<file path="config.mk">
export PLATFORM = sky130hd
export DESIGN_NAME = led_chaser
export DESIGN_NICKNAME = d
export VERILOG_FILES = /design/src/rtl/led_pkg.sv /design/src/rtl/led_chaser_tick_prescaler.sv /design/src/rtl/led_chaser.sv
export SDC_FILE = /design/constraint.sdc
export NUM_CORES = 1
export LEC_CHECK = 0
export ABC_AREA = 1
export CAP_MARGIN = 20
export CORE_MARGIN = 1.5
export CORE_UTILIZATION = 40
export DETAILED_ROUTE_END_ITERATION = 12
export DONT_BUFFER_PORTS = 1
export GPL_ROUTABILITY_DRIVEN = 0
export REMOVE_ABC_BUFFERS = 1
export SLEW_MARGIN = 20
export SYNTH_ARGS = -nofsm -noshare
export SYNTH_HDL_FRONTEND = slang
export SYNTH_HIERARCHICAL = 1
export SYNTH_SLANG_ARGS = --single-unit
</file>
<file path="constraint.sdc">
create_clock -name clk -period 1.76 [get_ports clk]
set_input_delay 0.44 -clock clk [delete_from_list [all_inputs] [get_ports clk]]
set_output_delay 0.44 -clock clk [all_outputs]
set_load 0.05 [all_outputs]
</file>
<file path="src/rtl/led_pkg.sv">
// Shared constants for the LED chaser: mode encodings and the reset pattern seed.
package led_pkg;

  localparam logic [1:0] MODE_ROT_L  = 2'b00;
  localparam logic [1:0] MODE_ROT_R  = 2'b01;
  localparam logic [1:0] MODE_BOUNCE = 2'b10;
  localparam logic [1:0] MODE_HOLD   = 2'b11;

  // Value of bit0 after reset; all higher bits reset to zero.
  localparam logic LED_RST_BIT0 = 1'b1;

endpackage

</file>
<file path="src/rtl/led_chaser_tick_prescaler.sv">
// Step-rate prescaler: counts enabled clocks and flags the wrap cycle combinationally.
module tick_prescaler #(
  parameter int TICK_CYCLES = 50000000
) (
  input  logic clk,
  input  logic rst_n,
  input  logic en,
  input  logic clr,
  output logic tick_pre
);

  localparam int CNT_W = (TICK_CYCLES > 1) ? $clog2(TICK_CYCLES) : 1;
  localparam logic [CNT_W-1:0] CNT_LAST = CNT_W'(TICK_CYCLES - 1);

  logic [CNT_W-1:0] count_reg;
  logic [CNT_W-1:0] count_next;

  assign tick_pre = en && (count_reg == CNT_LAST);

  always_comb begin
    count_next = count_reg;
    if (clr) begin
      count_next = '0;
    end else if (tick_pre) begin
      count_next = '0;
    end else if (en) begin
      count_next = count_reg + CNT_W'(1);
    end
  end

  always_ff @(posedge clk or negedge rst_n) begin
    if (!rst_n) begin
      count_reg <= '0;
    end else begin
      count_reg <= count_next;
    end
  end

endmodule

</file>
<file path="src/rtl/led_chaser.sv">
// LED pattern engine: steps the pattern register on each prescaler tick using the selected mode.
module led_chaser
  import led_pkg::*;
#(
  parameter int WIDTH       = 8,
  parameter int TICK_CYCLES = 50000000
) (
  input  logic             clk,
  input  logic             rst_n,
  input  logic             en,
  input  logic [1:0]       mode,
  input  logic             load,
  input  logic [WIDTH-1:0] load_val,
  output logic [WIDTH-1:0] led,
  output logic             tick,
  output logic             dir
);

  localparam logic [WIDTH-1:0] LED_RST = {{(WIDTH-1){1'b0}}, LED_RST_BIT0};

  logic             tick_pre;
  logic [WIDTH-1:0] led_reg;
  logic [WIDTH-1:0] led_next;
  logic             dir_reg;
  logic             dir_next;
  logic             tick_reg;

  // A load restarts the step interval, so it also clears the prescaler.
  tick_prescaler #(
    .TICK_CYCLES(TICK_CYCLES)
  ) u_prescaler (
    .clk      (clk),
    .rst_n    (rst_n),
    .en       (en),
    .clr      (load),
    .tick_pre (tick_pre)
  );

  // Stepped pattern, only consumed on a tick edge.
  always_comb begin
    led_next = led_reg;
    dir_next = dir_reg;
    unique case (mode)
      MODE_ROT_L: led_next = {led_reg[WIDTH-2:0], led_reg[WIDTH-1]};
      MODE_ROT_R: led_next = {led_reg[0], led_reg[WIDTH-1:1]};
      MODE_BOUNCE: begin
        // Reflection looks at the end bit only; inner bits may fall off.
        if (!dir_reg && led_reg[WIDTH-1]) begin
          dir_next = 1'b1;
          led_next = {1'b0, led_reg[WIDTH-1:1]};
        end else if (dir_reg && led_reg[0]) begin
          dir_next = 1'b0;
          led_next = {led_reg[WIDTH-2:0], 1'b0};
        end else if (!dir_reg) begin
          led_next = {led_reg[WIDTH-2:0], 1'b0};
        end else begin
          led_next = {1'b0, led_reg[WIDTH-1:1]};
        end
      end
      default: led_next = led_reg;
    endcase
  end

  always_ff @(posedge clk or negedge rst_n) begin
    if (!rst_n) begin
      led_reg  <= LED_RST;
      dir_reg  <= 1'b0;
      tick_reg <= 1'b0;
    end else if (load) begin
      led_reg  <= load_val;
      dir_reg  <= 1'b0;
      tick_reg <= 1'b0;
    end else if (tick_pre) begin
      led_reg  <= led_next;
      dir_reg  <= dir_next;
      tick_reg <= 1'b1;
    end else begin
      tick_reg <= 1'b0;
    end
  end

  assign led  = led_reg;
  assign dir  = dir_reg;
  assign tick = tick_reg;

endmodule

</file>
==> results.sh <==
export IMPL_ys_ff_latch=36
export IMPL_worst_slack_ns=0.182
export IMPL_async_flop_share_pct=100
export IMPL_drt_iter0_drc=128
export IMPL_ys_top_cells_by_area="dfrtp_1, nand2_1, nor2_1"
export IMPL_utilization_pct=45.9
export IMPL_synthFlopType="dfrtp_1"
export IMPL_cp_start_kind="register"
export IMPL_diodes=0
export IMPL_wirelength_um=6180
export IMPL_syn_area_per_cell_um2=6.77
export IMPL_ioPinCount=24
export IMPL_wl_per_cell_um=13.0
export IMPL_hold_viol_final=0
export IMPL_fin_setup_tns_ns=0
export IMPL_port_buffers=0
export IMPL_crit_path_max_incr_delay_ns=0.37
export IMPL_core_region_area_um2=6280
export IMPL_synth_compound_area_share_pct=3.78
export IMPL_outcome="complete, no violations"
export IMPL_synth_top_family_by_area="simple AND/OR/NAND/NOR gates"
export IMPL_drt_antenna_violating_nets=0
export IMPL_cts_tree="done"
export IMPL_layout_nets=416
export IMPL_fmax_mhz=634
export IMPL_grt_use_met1_pct=24.8
export IMPL_grt_pass1_wl_um=10700
export IMPL_viasPerCell=5.04
export IMPL_synth_simple_gate_area_share_pct=48.9
export IMPL_synthAdderAreaFrac_pct=1.94
export IMPL_yosysMostFrequentCell="nand2_1"
export IMPL_endpoint_kind="register"
export IMPL_tightest_slew_ns=0.559
export IMPL_fin_skew_ns=0.00459
export IMPL_syn_instance_count=381
export IMPL_drc=0
export IMPL_hp_class="in2reg"
export IMPL_drive_gt1_share_pct=16.8
export IMPL_path_buf_inv=1
export IMPL_setup_viol_count_final=0
export IMPL_yosys_area_top_type="dfrtp_1"
export IMPL_grt_pass1_vias=2297
export IMPL_dr_pass1_iters=4
export IMPL_cts_htree_levels=2
export IMPL_clock_sinks=36
export IMPL_cpMostUsedCell="nand2_2"
export IMPL_synth_edff_count=0
export IMPL_syn_area_um2=2580
export IMPL_crit_chain="ha_1 -> nand2_2 -> nor2_4 -> buf_4 -> nand2_2 -> nor2_1 -> nand4_1 -> nand2_1 -> nor2_2"
export IMPL_crit_family="simple AND/OR/NAND/NOR gates"
export IMPL_rows=29
export IMPL_yosysTopAreaCellShare_pct=33.9
export IMPL_placedCellCount=466
export IMPL_largest_register_ffs=26
export IMPL_grt_remaining_overflow=0
export IMPL_antenna_found_initial=0
export IMPL_grt_max_degree=37
export IMPL_muxShareOfSynthArea_pct=0
export IMPL_yosysSeqAreaShare_pct=35.0
export IMPL_cts_made_buffers=5
export IMPL_slew_headroom_pct=62.8
export IMPL_synth_common_cells="nand2_1, nor2_1, inv_1, nand3_1, dfrtp_1"
export IMPL_fp_dieArea_um2=6940
export IMPL_r2r_cells=9
export IMPL_cts_max_path_buffers=2
export IMPL_clk_latency_ns=0.30
export IMPL_track_usage_pct=18.8
export IMPL_syn_to_final_growth_pct=11.7
export IMPL_p_leak_nw=1.28
export IMPL_cap_violations=0
export IMPL_synth_xor_area_share_pct=1.36
export IMPL_period_needed_ns=1.58
export IMPL_vias=2398
export IMPL_layout_worst_path_cycle_share_pct=89.6
export IMPL_max_vdd_ir_drop_mv=0.387
export IMPL_rsz0062_at_grt="false"
export IMPL_cts_root_buf="clkbuf_8"
export IMPL_pre_cts_ws_ns=0.163
export IMPL_slowest_stage="dfrtp_1"
export IMPL_die_w_um=83.3
export IMPL_crit_type="reg2reg"
export IMPL_met2_usage_pct=30.5
export IMPL_slew_viol_final=0
export IMPL_final_cells=476
export IMPL_start_util_pct=41.1
export IMPL_yosysWarnings=6
export IMPL_grtUsageMet3_pct=3.68
export IMPL_p_per_area_nw_per_um2=674
export IMPL_post_cts_buffers=0
export IMPL_path_max_fanout=6
export IMPL_critical_path_required_ns=1.94
export IMPL_hpwl_um=4580
export IMPL_ys_types=29
export IMPL_cts_clk_slew_worst_paths_ns=0.08
export IMPL_hold_path_depth=1
export IMPL_arrival_ns=1.76
export IMPL_busiest_layer="met2"
export IMPL_die_y_um=83.3
export IMPL_cp_depth=9
-- report_power, final --
part | switching, mW | internal (mW)
Combinational | 0.175 | 0.0795
Clock | 0.329 | 0.419
Sequential | 0.0837 | 0.855
-- layout make-up --
cell class,count,area (um^2)
clock buffers,5,68.8
clock inverters,3,42.5
fillers,635,3400
inverters,48,183
multi-input cells,291,1450
flip-flops and latches,36,906
well taps,77,96.3
repair buffers,16,135
-- metrics by stage --
step	total power [mW]	hold slack [ns]	instance area [um^2]
after CTS	1.97	0.195	2870
after detailed placement	1.19	0.145	2730
after global placement	1.19	0.145	2730
after global routing	2.02	0.189	2880
after floorplan	1.12	0.144	2530
final	1.94	0.200	2880
-- final timing paths --
path,from,slack (ns),endpoint
setup / recovery,u_prescaler/count_reg[1],0.18,u_prescaler/count_reg[24]
setup reg to reg,u_prescaler/count_reg[1],0.18,u_prescaler/count_reg[24]
max in group asynchronous,rst_n,0.89,led[0]
hold reg to reg,u_prescaler/count_reg[1],0.52,u_prescaler/count_reg[1]
hold / removal,load,0.20,tick
min in group asynchronous,rst_n,0.62,led[7]
-- cell usage in the layout, fill, tap and decap left out, types with 3 or more instances in the layout --
cell / instances
nor2_1: 67
nand3_2: 3
nand3_1: 41
inv_2: 5
o21ai_0: 7
inv_1: 41
nand2_2: 7
nor2_2: 14
ha_1: 4
nor3_1: 8
dfrtp_1: 32
dfrtp_2: 3
xor2_1: 3
clkbuf_8: 5
a21oi_1: 8
buf_4: 14
o21ai_1: 3
nor2_4: 6
nand4_1: 21
nand2_1: 92
-- routing by layer --
layer | vias up | routed length [um]
met5 | - | 0
met4 | 0 | 96
met3 | 8 | 295
met2 | 55 | 2830
met1 | 1073 | 2950
li1 | 1262 | -
-- repair_timing --
item / in CTS / in global routing
hold endpoints to repair: 36 / 0
setup endpoints to repair: 0 / 9
resized for setup: 0 / 6
hold buffers: 2 / 0
-- logic make-up after synthesis --
logic type                 count (synthesis)
DFF                                       36
xor gates and xnor gates                   4
buffers and inverters                     54
and+or+nand+nor                          264
AOI/OAI and AO/OA                         19
adders and majority gates                  4
No activity file was read; power rests on OpenSTA's default activity.
